==> src/rtl/ula_seq_pkg.sv <==
// ---------------------------------------------------------------------------
// ula_seq_pkg
//   Shared definitions for the handshaked ALU ula_seq:
//   - opcode encodings (OP_ADD .. OP_SHR), 4 bits wide
//   - FSM state encoding (ST_IDLE / ST_BUSY / ST_HOLD)
//   - flags_t: the registered flag set {c, z, n, v, err}
// ---------------------------------------------------------------------------
package ula_seq_pkg;

    localparam logic [3:0] OP_ADD = 4'd0;
    localparam logic [3:0] OP_SUB = 4'd1;
    localparam logic [3:0] OP_AND = 4'd2;
    localparam logic [3:0] OP_OR  = 4'd3;
    localparam logic [3:0] OP_XOR = 4'd4;
    localparam logic [3:0] OP_NOT = 4'd5;
    localparam logic [3:0] OP_EQ  = 4'd6;
    localparam logic [3:0] OP_NEQ = 4'd7;
    localparam logic [3:0] OP_MUL = 4'd8;
    localparam logic [3:0] OP_SHL = 4'd9;
    localparam logic [3:0] OP_SHR = 4'd10;

    localparam logic [1:0] ST_IDLE = 2'd0;
    localparam logic [1:0] ST_BUSY = 2'd1;
    localparam logic [1:0] ST_HOLD = 2'd2;

    typedef struct packed {
        logic c;
        logic z;
        logic n;
        logic v;
        logic err;
    } flags_t;

endpackage

==> src/rtl/ula_seq_mul.sv <==
// ---------------------------------------------------------------------------
// ula_seq_mul
//   N-step unsigned shift-add multiplier. One partial-product step per cycle
//   while step=1; the product of the final step is presented combinationally
//   together with done so the caller can register it on that same edge.
// Ports
//   clk, rst_n   clock, asynchronous active-low reset
//   start        load operands a, b (accept edge)
//   step         perform one partial-product step this cycle
//   a, b         N-bit unsigned operands, sampled on start
//   done         this step is the N-th (last) one
//   product      2N-bit {hi, lo} value after the current step
// ---------------------------------------------------------------------------
module ula_seq_mul #(
    parameter int N = 8
) (
    input  logic           clk,
    input  logic           rst_n,
    input  logic           start,
    input  logic           step,
    input  logic [N-1:0]   a,
    input  logic [N-1:0]   b,
    output logic           done,
    output logic [2*N-1:0] product
);
    localparam int CW = $clog2(N);

    logic [N-1:0]  mcand;
    logic [N-1:0]  hi;
    logic [N-1:0]  lo;     // multiplier bits still to consume, product low half fills in from the top
    logic [CW-1:0] count;
    logic [N:0]    sum;

    // NOTE: every signal assigned in always_comb gets a value on every path, so no latch is inferred.
    always_comb begin
        sum     = {1'b0, hi} + (lo[0] ? {1'b0, mcand} : {(N+1){1'b0}});
        product = {sum, lo[N-1:1]};
        done    = step && (count == CW'(N-1));
    end

    // NOTE: sequential state uses non-blocking assignments so all flops update from pre-edge values.
    always_ff @(posedge clk or negedge rst_n) begin
        if (!rst_n) begin
            mcand <= '0;
            hi    <= '0;
            lo    <= '0;
            count <= '0;
        end else if (start) begin
            mcand <= a;
            hi    <= '0;
            lo    <= b;
            count <= '0;
        end else if (step) begin
            {hi, lo} <= product;
            count    <= count + 1'b1;
        end
    end

endmodule

==> src/rtl/ula_seq.sv <==
// ---------------------------------------------------------------------------
// ula_seq
//   Parametrised valid/ready ALU with full flag set, shifts and an optional
//   multi-cycle shift-add multiply. Operands are captured on the accept edge;
//   results are held in an output register until the consumer takes them.
// Configuration
//   ULA_SEQ_MUL_EN  defined: opcode 8 is an N-cycle unsigned multiply.
//                   undefined: no multiplier/BUSY state; opcode 8 is invalid
//                   and s_hi is tied to 0.
// Ports
//   clk, rst_n           clock, asynchronous active-low reset
//   in_valid / in_ready  operand handshake (in_ready only in IDLE)
//   a, b, opcode         N-bit operands, 4-bit operation select
//   out_valid/out_ready  result handshake (result held while out_ready=0)
//   s, s_hi              result, MUL high half (0 for other ops)
//   c, z, n, v, err      carry/borrow, zero, negative, overflow, bad opcode
// ---------------------------------------------------------------------------
module ula_seq
    import ula_seq_pkg::*;
#(
    parameter int N = 8
) (
    input  logic         clk,
    input  logic         rst_n,
    input  logic         in_valid,
    output logic         in_ready,
    input  logic [N-1:0] a,
    input  logic [N-1:0] b,
    input  logic [3:0]   opcode,
    output logic         out_valid,
    input  logic         out_ready,
    output logic [N-1:0] s,
    output logic [N-1:0] s_hi,
    output logic         c,
    output logic         z,
    output logic         n,
    output logic         v,
    output logic         err
);
    localparam int SW = $clog2(N);

    logic [1:0]    state;
    logic          accept;
    flags_t        flags;
    logic [N-1:0]  res_s;
    flags_t        res_f;
    logic [N:0]    add_w;
    logic [N:0]    sub_w;
    logic [N:0]    shl_w;
    logic [N:0]    shr_w;
    logic [SW-1:0] sh;

    assign in_ready = (state == ST_IDLE);
    assign accept   = in_valid && in_ready;
    assign sh       = b[SW-1:0];
    assign {c, z, n, v, err} = flags;

    // Single-cycle operations, evaluated on the raw inputs at the accept edge.
    always_comb begin
        add_w = {1'b0, a} + {1'b0, b};
        sub_w = {1'b0, a} - {1'b0, b};   // bit N is the borrow
        shl_w = {1'b0, a} << sh;         // bit N is the last bit shifted out
        shr_w = {a, 1'b0} >> sh;         // bit 0 is the last bit shifted out
        res_s = '0;
        res_f = '0;
        case (opcode)
            OP_ADD: begin
                res_s   = add_w[N-1:0];
                res_f.c = add_w[N];
                res_f.v = (a[N-1] == b[N-1]) && (add_w[N-1] != a[N-1]);
            end
            OP_SUB: begin
                res_s   = sub_w[N-1:0];
                res_f.c = sub_w[N];
                res_f.v = (a[N-1] != b[N-1]) && (sub_w[N-1] != a[N-1]);
            end
            OP_AND: res_s = a & b;
            OP_OR:  res_s = a | b;
            OP_XOR: res_s = a ^ b;
            OP_NOT: res_s = ~a;
            OP_EQ:  res_s = {{(N-1){1'b0}}, (a == b)};
            OP_NEQ: res_s = {{(N-1){1'b0}}, (a != b)};
            OP_SHL: begin
                res_s   = shl_w[N-1:0];
                res_f.c = shl_w[N];
            end
            OP_SHR: begin
                res_s   = shr_w[N:1];
                res_f.c = shr_w[0];
            end
            // MUL (when built) is handled by the multiplier path; otherwise invalid.
            default: res_f.err = 1'b1;
        endcase
        res_f.n = res_s[N-1];
        res_f.z = (res_s == '0);
    end

`ifdef ULA_SEQ_MUL_EN
    logic           mul_start;
    logic           mul_done;
    logic [2*N-1:0] mul_product;
    logic [N-1:0]   s_hi_q;

    assign mul_start = accept && (opcode == OP_MUL);
    assign s_hi      = s_hi_q;

    ula_seq_mul #(.N(N)) u_mul (
        .clk     (clk),
        .rst_n   (rst_n),
        .start   (mul_start),
        .step    (state == ST_BUSY),
        .a       (a),
        .b       (b),
        .done    (mul_done),
        .product (mul_product)
    );
`else
    assign s_hi = '0;
`endif

    // NOTE: the async reset clears only control and output registers; no memory arrays exist here.
    always_ff @(posedge clk or negedge rst_n) begin
        if (!rst_n) begin
            state     <= ST_IDLE;
            s         <= '0;
            flags     <= '0;
            out_valid <= 1'b0;
`ifdef ULA_SEQ_MUL_EN
            s_hi_q    <= '0;
`endif
        end else begin
            case (state)
                ST_IDLE: begin
                    if (accept) begin
`ifdef ULA_SEQ_MUL_EN
                        if (opcode == OP_MUL) begin
                            state <= ST_BUSY;
                        end else begin
                            state     <= ST_HOLD;
                            s         <= res_s;
                            s_hi_q    <= '0;
                            flags     <= res_f;
                            out_valid <= 1'b1;
                        end
`else
                        state     <= ST_HOLD;
                        s         <= res_s;
                        flags     <= res_f;
                        out_valid <= 1'b1;
`endif
                    end
                end
`ifdef ULA_SEQ_MUL_EN
                ST_BUSY: begin
                    if (mul_done) begin
                        state     <= ST_HOLD;
                        s         <= mul_product[N-1:0];
                        s_hi_q    <= mul_product[2*N-1:N];
                        flags.c   <= (mul_product[2*N-1:N] != '0);
                        flags.z   <= (mul_product == '0);
                        flags.n   <= mul_product[N-1];
                        flags.v   <= 1'b0;
                        flags.err <= 1'b0;
                        out_valid <= 1'b1;
                    end
                end
`endif
                ST_HOLD: begin
                    if (out_ready) begin
                        state     <= ST_IDLE;
                        out_valid <= 1'b0;
                    end
                end
                default: state <= ST_IDLE;
            endcase
        end
    end

endmodule

==> config.mk <==
export PLATFORM = sky130hd
export DESIGN_NAME = ula_seq
export DESIGN_NICKNAME = d
export VERILOG_FILES = /design/src/rtl/ula_seq_pkg.sv /design/src/rtl/ula_seq_mul.sv /design/src/rtl/ula_seq.sv
export SDC_FILE = /design/constraint.sdc
export NUM_CORES = 1
export LEC_CHECK = 0
export ABC_AREA = 1
export CAP_MARGIN = 10
export CORE_MARGIN = 2
export CORE_UTILIZATION = 45
export CTS_CLUSTER_DIAMETER = 150
export DETAILED_ROUTE_END_ITERATION = 10
export HOLD_SLACK_MARGIN = 0.1
export PLACE_DENSITY = 0.71
export SLEW_MARGIN = 20
export SYNTH_ARGS = -nofsm -noshare
export SYNTH_HDL_FRONTEND = slang
export SYNTH_SLANG_ARGS = --single-unit
==> constraint.sdc <==
create_clock -name clk -period 1.35 [get_ports clk]
set_input_delay 0.135 -clock clk [delete_from_list [all_inputs] [get_ports clk]]
set_output_delay 0.135 -clock clk [all_outputs]
set_load 0.05 [all_outputs]
=== After elaboration in Yosys (flattened, before gate mapping) ===
Index checks and enable logic that the tools add are counted.

* Register bits after elaboration: 16
* Output and inout bits: 23

* $add $sub $neg: 2
* Equal/unequal tests: 18
* Shift operators: 2
* Multiplexer cells: 10
* Bitwise gates (word level): 4
* Reduce and logical (&&, ||, !) cells: 11

{| class="wikitable"
|+ Operator list
! kind !! count
|-
| 8-bit case mux with 10 select lines || 1
|-
| 4-bit by 3-bit equality test with 1-bit output, second input constant || 4
|-
| 10-bit OR reduction || 1
|-
| 8-bit by 8-bit adder with 9-bit output || 1
|-
| 8-bit by 3-bit left shift with 9-bit output || 1
|-
| 9-bit by 3-bit right shift with 9-bit output || 1
|-
| 8-bit by 8-bit subtractor with 9-bit output || 1
|-
| 8-bit AND || 1
|-
| 4-bit by 2-bit equality test with 1-bit output, second input constant || 2
|-
| 4-bit equality test, second input constant || 2
|-
| 8-bit equality test || 1
|-
| 8-bit zero test || 1
|-
| 8-bit inequality test || 1
|-
| 8-bit NOT || 1
|-
| 8-bit bitwise OR || 1
|-
| 8-bit XOR || 1
|-
| 4-bit by 1-bit equality test with 1-bit output, second input constant || 1
|-
| 4-bit zero test || 1
|-
| 2-bit two-way mux || 2
|-
| 1-bit case mux with 2 select lines || 2
|-
| 1-bit case mux with 4 select lines || 1
|-
| 2-bit case mux with 2 select lines || 1
|-
| 2-bit AND reduction || 2
|-
| 1-bit logical AND || 3
|-
| other kinds (9) || 13
|}

=== Longest topological paths before layout ===
Gate-level depths: netlist (run 1).

* Depth in word-level cells: 4
* Mapped depth: 15

=== Worst setup path after synthesis (run 1) ===
OpenSTA, ideal clock, no wires.

* Path type: register to register
* Start point: reg, netlist name out_valid
* End point: reg s[1]
* Setup time: 0.125 ns
* Data arrival time: 1.636 ns
* Data required time: 1.225 ns
* Setup slack: -0.411 ns
* Stages on the path, launching flop included: 7
* Buffers on the path: 1
* Period minus slack after synthesis: 1.761 ns
* Cells stage by stage: dfrtp_1 > inv_1 > nand2_1 > clkbuf_1 > inv_1 > nor2_1 > nor2_1

{| class="wikitable"
|+ RTL lines
! item !! line !! RTL
|-
| end signal: assignment || ula_seq.sv:147 || <nowiki>s <= res_s;</nowiki>
|-
| end: declaration || ula_seq.sv:32 || <nowiki>output logic [N-1:0] s,</nowiki>
|}

=== Worst setup path after layout (run 1) ===
* Start point: in a[0]
* End point: reg flags (netlist bit z)

* Cells in the longest elaborated chain, start to end: 3
* Elaborated cells between the ends (all ways): 12

{| class="wikitable"
|+ RTL lines
! item !! line !! RTL
|-
| start: declaration || ula_seq.sv:27 || <nowiki>input logic [N-1:0] a,</nowiki>
|-
| 8-bit by 8-bit subtractor with 9-bit output, or another cell as far along || ula_seq.sv:61 || <nowiki>sub_w = {1'b0, a} - {1'b0, b};</nowiki>
|-
| 8-bit case mux with 10 select lines (*) || ula_seq.sv:66 || <nowiki>case (opcode)</nowiki>
|-
| 8-bit zero test (*) || ula_seq.sv:95 || <nowiki>res_f.z = (res_s == '0);</nowiki>
|-
| end signal: assignment || ula_seq.sv:148 || <nowiki>flags <= res_f;</nowiki>
|-
| end: declaration || ula_seq.sv:44 || <nowiki>flags_t flags;</nowiki>
|}

Mark *: on every way between the ends. The rest lies on a longest branch, timed or not.
A chain may end at the register's enable or synchronous reset.

==> flow_summary.yaml, run 1 <==
sta:
  hold_slack_ns: 0.191
  period_minus_slack_ns: 1.58
  rsz0062_at_grt: "yes"
  max_freq_mhz: 631
  final.setup_skew_ns: 0.0110
  final_hold_viol_count: 0
  setup_viol: 10
  slew_violations: 0
  min_period_over_period: 1.17
  worst_slack_ns: -0.235
floorplan:
  core_area_um2: 5410
  start_util: 0.459
  fp.dieW_um: 78.3
  rows: 27
  io_pins: 47
  die_h_um: 78.3
  die_area_um2: 6130
global_route:
  grt_pass1_wl_um: 15800
  overflow: 0
  grt.total_usage: 0.326
  grt_max_degree: 21
  antenna_found_initial: 0
  first_global_vias: 3259
worst_setup_path:
  rr_startpoint: "out_valid"
  rrSetupSlack_ns: 0.06
  r2r_cells: 6
  crit_top_cell: "nand2_1"
  critPathMaxFanout: 3
  crit_path_max_incr_delay_ns: 0.51
  r2r-end: "s[1]"
  cp-start-kind: "input pin"
  cp.required_ns: 1.54
  crit_arrival_ns: 1.77
  path_cells: "buf_12 -> inv_12 -> ha_4 -> fa_2 -> nand3b_1 -> nand2_1 -> nor2_1 -> nand2_1 -> nor3_2 -> nand2_1 -> nor2_1 -> nand3_1 -> nand2_1"
  crit_path_end_kind: "flop"
  crit_path_top_delay_cell: "fa_2"
  crit_type: "in -> reg"
status:
  status: "complete, but fails checks"
  violations: "negative setup slack"
synthesis:
  synthCells: 452
  synth.largest_area_cell: "nand2_1"
  ys_seq_area_frac: 0.131
  synthArstFlopShare: 1.00
  synth.avg_cell_area_um2: 5.49
  synth_ff_type: "dfrtp_1"
  synth-edff-count: 0
  syn-cell-area_um2: 2480
  ys_types: 29
  synth_top_cells_by_area: "nand2_1 24%, nand3_1 14%, dfrtp_1 13%"
  synth_top_area_frac: 0.243
  ys_warn_count: 0
  synth-seq-cells: 13
routing:
  wl_per_cell_um: 16.2
  drc: 0
  drtAntennaViolNets: 0
  wl_um: 10700
  vias_per_cell: 5.44
  drt-pass1-iter-count: 6
  vias: 3596
  dr.first_iter.drc_count: 364
cts:
  h-tree-depth: 1
  cts-root-buf: "clkbuf_8"
  clk_path_buf_depth: 2
  cts_hold_buf: 0
  cts_tree: "yes"
  clk_latency_ns: 0.26
  cts.sinks: 13
  clk_pin_slew_ns: 0.06
  cts_buffers: 3
placed_design:
  io_buffers: 38
  dp_slack_ns: -0.957
  gp_congestion: 1.04
  place_hpwl_um: 7810
power:
  vdd_drop_max_v: 0.000561
  p_per_area_nw_per_um2: 691
  p_leak_uw: 0.00225
final_layout:
  postLayoutCoreUtil: 0.806
  nets: 641
  final_layout_size_suffix_gt1_frac: 0.458
  antenna_cells: 0
  syn_to_final_growth_pct: 75.4
job:
  cap_violations: 0
hold_path:
  hp-class: "in -> async"
cells in the mapped netlist, types with 3 or more instances:
| cell type | count |
|---|---|
| o21ai_0 | 20 |
| nand3b_1 | 3 |
| nor2_1 | 58 |
| inv_1 | 49 |
| nand2_1 | 161 |
| buf_4 | 11 |
| dfrtp_1 | 13 |
| buf_2 | 8 |
| ha_1 | 25 |
| a21oi_1 | 10 |
| nand3_1 | 70 |
metal layers:
layer | wire, um | vias up | global-route usage
li1 | - | 1692 | -
met1 | 4150 | 1609 | 0.413
met2 | 5070 | 248 | 0.564
met3 | 922 | 47 | 0.0253
met4 | 545 | 0 | 0.146
met5 | 0 | - | 0
repair_timing:
item | in CTS | in global routing
gates resized for setup | 99 | 115
buffers inserted | 2 | 12
pin swaps | 44 | 64
setup endpoints to repair | 11 | 11
critical path, delay by kind of cell:
kind | cells | cell delay (ns)
AND/OR/NAND/NOR | 9 | 0.85
adder cells (fa/ha/maj) | 2 | 0.66
buffers and inverters | 2 | 0.13
cell usage in the layout (no fill, tap or decap), drive strengths merged, types with 2 or more instances in the layout:
master / netlist / layout
ha: 25 / 25
buf: 19 / 128
nor3: 2 / 2
nand3b: 3 / 3
clkdlybuf4s50: 0 / 3
nor2: 62 / 62
clkbuf: 1 / 18
clkinvlp: 0 / 2
nand2: 162 / 162
o21ai: 20 / 20
nand4: 2 / 2
inv: 50 / 48
xor2: 2 / 2
dfrtp: 13 / 13
fa: 2 / 2
conb: 1 / 8
a21oi: 10 / 10
nand3: 70 / 70
final cells by class:
type	count	area (um^2)
timing repair buffer	146	1320
multi-input combinational	376	2350
sequential	13	327
fill	342	1050
tap	72	90.1
inverter	50	225
clock buffer	4	45.0
registers in the layout, indices dropped and copies added (netlist names):
signal	flops
out_valid	1
z	1
v	1
c	1
err	1
s	8
worst max-delay path by stage:
stage / from / depth (start not counted) / endpoint
6_report: a[0] / 13 / z
4_1_cts: a[0] / 14 / z
3_5_place_dp: a[0] / 14 / z
3_3_place_gp: a[0] / 14 / z
5_1_grt: a[0] / 13 / z
2_1_floorplan: a[0] / 12 / z
stage by stage:
step	TNS, ns	power, uW	instances	instance area, um^2
floorplan	-1.23	1450	459	2610
global placement	-9.10	2300	644	3790
detailed placement	-9.47	2320	644	3790
CTS	-1.78	2770	650	4040
global route	-1.95	3160	661	4350
finish	-0.983	3010	661	4350
kinds of logic (layout without fill, tap and decap cells):
kind of cell,count (synthesis),in the layout,synth area share
fa+ha+maj,27,27,0.142
buf+inv,70,200,0.127
other cells,1,8,0.00151
xor+xnor,2,2,0.00706
simple gates,303,303,0.514
flops,13,13,0.131
compound gates,36,36,0.0776
where the power goes:
part	switching (uW)	internal, uW
clock	158	209
combinational	1150	944
sequential	85.2	461
total	1390	1610
Note: power is estimated with default switching activity, not from simulation.
==> run 2, diff against run 1 <==
--- a/config.mk
+++ b/config.mk
@@ -12,6 +12,7 @@
 export CTS_CLUSTER_DIAMETER = 150
 export DETAILED_ROUTE_END_ITERATION = 10
 export HOLD_SLACK_MARGIN = 0.1
+export MAX_ROUTING_LAYER = met4
 export PLACE_DENSITY = 0.71
 export SLEW_MARGIN = 20
 export SYNTH_ARGS = -nofsm -noshare
==> run 2 against run 1 <==
  * The flow still finishes with violations (negative setup slack)
  * Utilization is 2.6 points higher
  * Die area stayed put
  * Routed wire length increased by 7.2%
  * Via count rose by 4.2%
  * Cell area grew 3.2%
  * Count of clock-buffer cells in the layout stayed put
  * Total power up 3.5%
  * Fmax barely moved
  * Clock power about the same
  * Largest cell class unchanged
  * Register-to-register slack improved by 0.03 ns
  * Critical endpoint unchanged
  * Combinational power grew 4%
  * Final cell count is 0.61% higher
==> flow_summary.yaml, run 2 (same netlist as run 1, synthesis figures left out) <==
worst_setup_path:
  cp.required_ns: 1.54
  rrSetupSlack_ns: 0.09
  crit_path_top_delay_cell: "fa_2"
  r2r-end: "z"
  path_cells: "buf_12 -> inv_12 -> ha_4 -> fa_2 -> nand3b_1 -> nand2_1 -> nor2_1 -> nand2_1 -> nor3_2 -> nand2_1 -> nor2_2 -> nand3_1 -> nand2_1"
  crit_arrival_ns: 1.78
  crit_path_end_kind: "flop"
  rr_startpoint: "out_valid"
  crit_path_max_incr_delay_ns: 0.50
  critPathMaxFanout: 3
  r2r_cells: 7
  crit_type: "in -> reg"
  cp-start-kind: "input pin"
  crit_top_cell: "nand2_1"
sta:
  max_freq_mhz: 631
  worst_slack_ns: -0.235
  rsz0062_at_grt: "yes"
  hold_slack_ns: 0.202
  setup_viol: 11
  final_hold_viol_count: 0
  final.setup_skew_ns: 0.00902
  period_minus_slack_ns: 1.58
  slew_violations: 0
  min_period_over_period: 1.17
routing:
  wl_um: 11500
  dr.first_iter.drc_count: 355
  vias_per_cell: 5.63
  top_layer: "met4"
  drtAntennaViolNets: 0
  wl_met1_um: 4280
  drt-pass1-iter-count: 6
  met2WireLength_um: 5660
  wl_per_cell_um: 17.2
  wl_met3_um: 829
  drc: 0
  vias: 3746
cts:
  clk_path_buf_depth: 2
  cts_tree: "yes"
  cts.sinks: 13
  clk_pin_slew_ns: 0.06
  clk_latency_ns: 0.26
  h-tree-depth: 1
  cts-root-buf: "clkbuf_8"
  cts_buffers: 3
floorplan:
  die_h_um: 78.3
  io_pins: 47
  fp.dieW_um: 78.3
  rows: 27
  die_area_um2: 6130
  core_area_um2: 5410
  start_util: 0.459
placed_design:
  io_buffers: 38
  gp_congestion: 0.960
  place_hpwl_um: 7630
power:
  p_per_area_nw_per_um2: 693
  vdd_drop_max_v: 0.000653
  p_leak_uw: 0.00229
  power_uw: 3110
global_route:
  first_global_vias: 3468
  overflow: 0
  antenna_found_initial: 0
  grt_pass1_wl_um: 15900
  grt.total_usage: 0.335
  grt_max_degree: 23
final_layout:
  mostFrequentLayoutCells: "136 x nand2_1, 98 x buf_4, 54 x nand3_1, 32 x nor2_1, 23 x inv_2"
  final_layout_size_suffix_gt1_frac: 0.482
  largest_register_ff_count: 8
  nets: 645
  antenna_cells: 0
  final_common_cell: "nand2_1"
  postLayoutCoreUtil: 0.831
  top_register: "s"
  syn_to_final_growth_pct: 81.0
status:
  violations: "negative setup slack"
  status: "complete, but fails checks"
hold_path:
  hp-class: "in -> async"
job:
  cap_violations: 0
-- run 2: cell types whose count changed in the layout (fill, tap and decap cells not counted), moves of 4 or more --
cell and change:
clkbuf_2 -8, inv_2 +7, buf_2 +6, buf_6 +5, inv_1 -5, nand2_1 -5
nand3_2 -4
-- run 2: critical path: cells and delay by family --
family	cells	cell delay [ns]
fa+ha+maj	2	0.65
buf+inv	2	0.13
simple gates	9	0.86
-- run 2: where the power goes --
part / total [uW] / internal [uW] / switching (uW)
logic: 2190 / 980 / 1210
registers: 553 / 461 / 91.4
clock network: 370 / 210 / 161
total: 3110 / 1650 / 1460
-- run 2: per-stage QoR --
step                area (um^2)  cells  setup TNS, ns  setup WS, ns
CTS                        4170    656          -1.33        -0.334
detailed placement         3830    647          -9.24        -0.970
global route               4490    665          -2.27        -0.352
floorplan                  2610    459          -1.23        -0.188
finish                     4490    665          -1.39        -0.235
global placement           3830    647          -8.71        -0.914
-- run 2: worst max path at each step --
stage / startpoint / end / slack (ns) / cells past startpoint
global placement: a[0] / z / -0.91 / 14
floorplan: a[0] / z / -0.19 / 12
global route: a[0] / z / -0.35 / 13
finish: a[0] / z / -0.23 / 13
CTS: a[0] / z / -0.33 / 14
detailed placement: a[0] / z / -0.97 / 14
-- run 2: cell type report --
| type | instances | area [um^2] |
|---|---|---|
| clock buffers | 4 | 45.0 |
| fillers | 347 | 912 |
| inverters | 50 | 218 |
| multi-input cells | 376 | 2420 |
| flip-flops and latches | 13 | 327 |
| well taps | 72 | 90.1 |
| repair buffers | 150 | 1400 |
-- run 2: layer usage --
| metal | vias to the layer above | GRT usage |
|---|---|---|
| met5 | - | - |
| met4 | 0 | 0.147 |
| met3 | 77 | 0.0253 |
| met2 | 235 | 0.600 |
| met1 | 1728 | 0.385 |
| li1 | 1706 | - |
-- run 2: timing repair --
action,CTS,global route
buffers inserted,6,11
pin swaps,40,65
cloned,0,0
hold buffers,0,0
resized for setup,140,98
setup endpoints to repair,11,11
==> run 3, diff against run 2 <==
--- a/config.mk
+++ b/config.mk
@@ -8,12 +8,11 @@
 export ABC_AREA = 1
 export CAP_MARGIN = 10
 export CORE_MARGIN = 2
-export CORE_UTILIZATION = 45
+export CORE_UTILIZATION = 30
 export CTS_CLUSTER_DIAMETER = 150
 export DETAILED_ROUTE_END_ITERATION = 10
 export HOLD_SLACK_MARGIN = 0.1
 export MAX_ROUTING_LAYER = met4
-export PLACE_DENSITY = 0.71
 export SLEW_MARGIN = 20
 export SYNTH_ARGS = -nofsm -noshare
 export SYNTH_HDL_FRONTEND = slang
==> run 3 against run 2 <==
  * The run still ends with negative setup slack left
  * Fmax decreased by 0.78%
  * Sequential share of layout area about the same
  * Die area increased by 47%
  * Critical path depth increased by 1
  * Non-clock buffer count decreased by 1
  * Largest cell class unchanged
==> flow_summary.yaml, run 3 (same netlist as run 1, synthesis figures left out) <==
power:
  clkPwrFrac: 0.114
  vdd_drop_max_v: 0.000392
  pwr-share-comb: 0.701
  p_per_area_nw_per_um2: 657
  intPower_uw: 1620
  switching_share: 0.451
  p_switching_uw: 1330
  seq_power_share: 0.185
  p_leak_uw: 0.00228
worst_setup_path:
  crit_buf_inv: 2
  path_delay_family: "simple AND/OR/NAND/NOR gates"
  critPathMaxFanout: 3
  crit_type: "in -> reg"
  crit_arrival_ns: 1.78
  crit_path_end_kind: "flop"
  crit_top_cell: "nand2_1"
  path_cells: "buf_12 -> inv_12 -> ha_4 -> fa_2 -> xor2_1 -> nand2_1 -> nand2_1 -> nor2_1 -> nand2_1 -> nor2_2 -> nand3_1 -> nor2_1 -> nand3_1 -> nand2_1"
  cp.required_ns: 1.53
  crit_path_top_delay_cell: "fa_2"
  crit_path_max_incr_delay_ns: 0.37
  cp-start-kind: "input pin"
floorplan:
  core_area_um2: 8130
  start_util: 0.305
  die_area_um2: 9020
  fp.dieW_um: 95.0
  rows: 33
  die_h_um: 95.0
  io_pins: 47
placed_design:
  place_hpwl_um: 7660
  gp_congestion: 0.943
  placed_cell_area_um2: 3880
  dp_cells: 683
  io_buffers: 38
routing:
  dr.first_iter.drc_count: 208
  drt-pass1-iter-count: 4
  wl_per_cell_um: 14.1
  wl_um: 9820
  vias: 3373
  drtAntennaViolNets: 0
  vias_per_cell: 4.84
  drc: 0
global_route:
  grt.total_usage: 0.230
  grt_max_degree: 19
  overflow: 0
  antenna_found_initial: 0
  grt_pass1_wl_um: 16000
  first_global_vias: 3295
final_layout:
  final_common_cell: "nand2_1"
  top_register: "s"
  n_fill_cell: 770
  nets: 644
  final_cell_area_um2: 4490
  syn_to_final_growth_pct: 81.0
  mostFrequentLayoutCells: "132 x nand2_1, 105 x buf_4, 53 x nand3_1, 36 x nor2_1, 28 x nand2_2"
  antenna_cells: 0
  largest_register_ff_count: 8
  stdcell_count: 697
  final_layout_size_suffix_gt1_frac: 0.473
cts:
  cts-root-buf: "clkbuf_8"
  clk_path_buf_depth: 2
  cts_hold_buf: 0
  cts.sinks: 13
  h-tree-depth: 1
  clk_pin_slew_ns: 0.05
  clk_latency_ns: 0.24
  cts_buffers: 3
  cts_tree: "yes"
job:
  cap_violations: 0
sta:
  period_minus_slack_ns: 1.60
  final_hold_viol_count: 0
  setup_viol: 7
  min_period_over_period: 1.18
  worst_slack_ns: -0.247
  rsz0062_at_grt: "yes"
  final.setup_skew_ns: 0.00397
  max_freq_mhz: 626
  fin_setup_tns_ns: -0.799
  slew_violations: 0
status:
  violations: "negative setup slack"
  status: "complete, but fails checks"
hold_path:
  hp-class: "in -> async"
run 3: changes by cell type in the layout (fill, tap and decap cells not counted), moves of 3 or more:
cell / change
ha_1: -3
ha_4: +3
inv_2: -5
nand2_1: -4
inv_1: +4
nor2_1: +4
buf_6: -3
buf_4: +7
nor2_2: -5
o21ai_2: -3
nand2_2: +6
run 3: power by group through the flow:
stage                     Combinational, uW  Sequential (uW)  Clock (uW)
after global routing                   2220              554         369
after CTS                              1950              547         341
after detailed placement               1790              553           0
final                                  2070              545         336
after global placement                 1780              549           0
after floorplan                         691              756           0
run 3: what timing repair did:
action | 4_1_cts | 5_1_grt
endpoints found under the setup margin | 11 | 11
resized for setup | 166 | 69
buffers inserted | 5 | 9
pin swaps | 50 | 52
cloned | 0 | 0
run 3: routing by layer:
metal,up-vias,global-route usage,part of all wire
met5,-,-,0
met4,0,0.0845,0.038
met3,24,0.0223,0.051
met2,107,0.371,0.47
met1,1544,0.299,0.44
li1,1698,-,-
run 3: cell type report:
class / count / area (um^2) / share of cell area
clock buffers: 4 / 45.0 / 0.0100
inverters: 50 / 218 / 0.0484
multi-input cells: 376 / 2420 / 0.539
flip-flops and latches: 13 / 327 / 0.0727
well taps: 105 / 131 / 0.0292
repair buffers: 149 / 1350 / 0.301
run 3: stage by stage:
step	total power [uW]	util	setup WS (ns)	hold WS [ns]
CTS	2840	0.529	-0.287	0.214
finish	2950	0.553	-0.247	0.203
global placement	2330	0.477	-0.941	0.456
detailed placement	2340	0.477	-0.962	0.459
floorplan	1450	-	-0.188	-0.161
global route	3140	0.553	-0.383	0.228
run 3: worst paths after layout:
kind / endpoint / slack, ns / cells after the start / start
max in group asynchronous: out_valid / 0.97 / 2 / rst_n
worst min-delay path: s[6] / 0.20 / 2 / rst_n
min in group clk: err / 0.39 / 3 / opcode[2]
worst min register to register: s[3] / 0.54 / 2 / s[3]
worst max-delay path: z / -0.25 / 14 / a[0]
worst max register to register: s[1] / 0.17 / 6 / out_valid
run 3: worst reg2reg max path: stages (launching register included):
cell and delay, ns:
dfrtp_2 0.40, clkinvlp_4 0.14, nand2_2 0.12, buf_4 0.23, inv_4 0.06, nor2_1 0.08, nor2_1 0.05
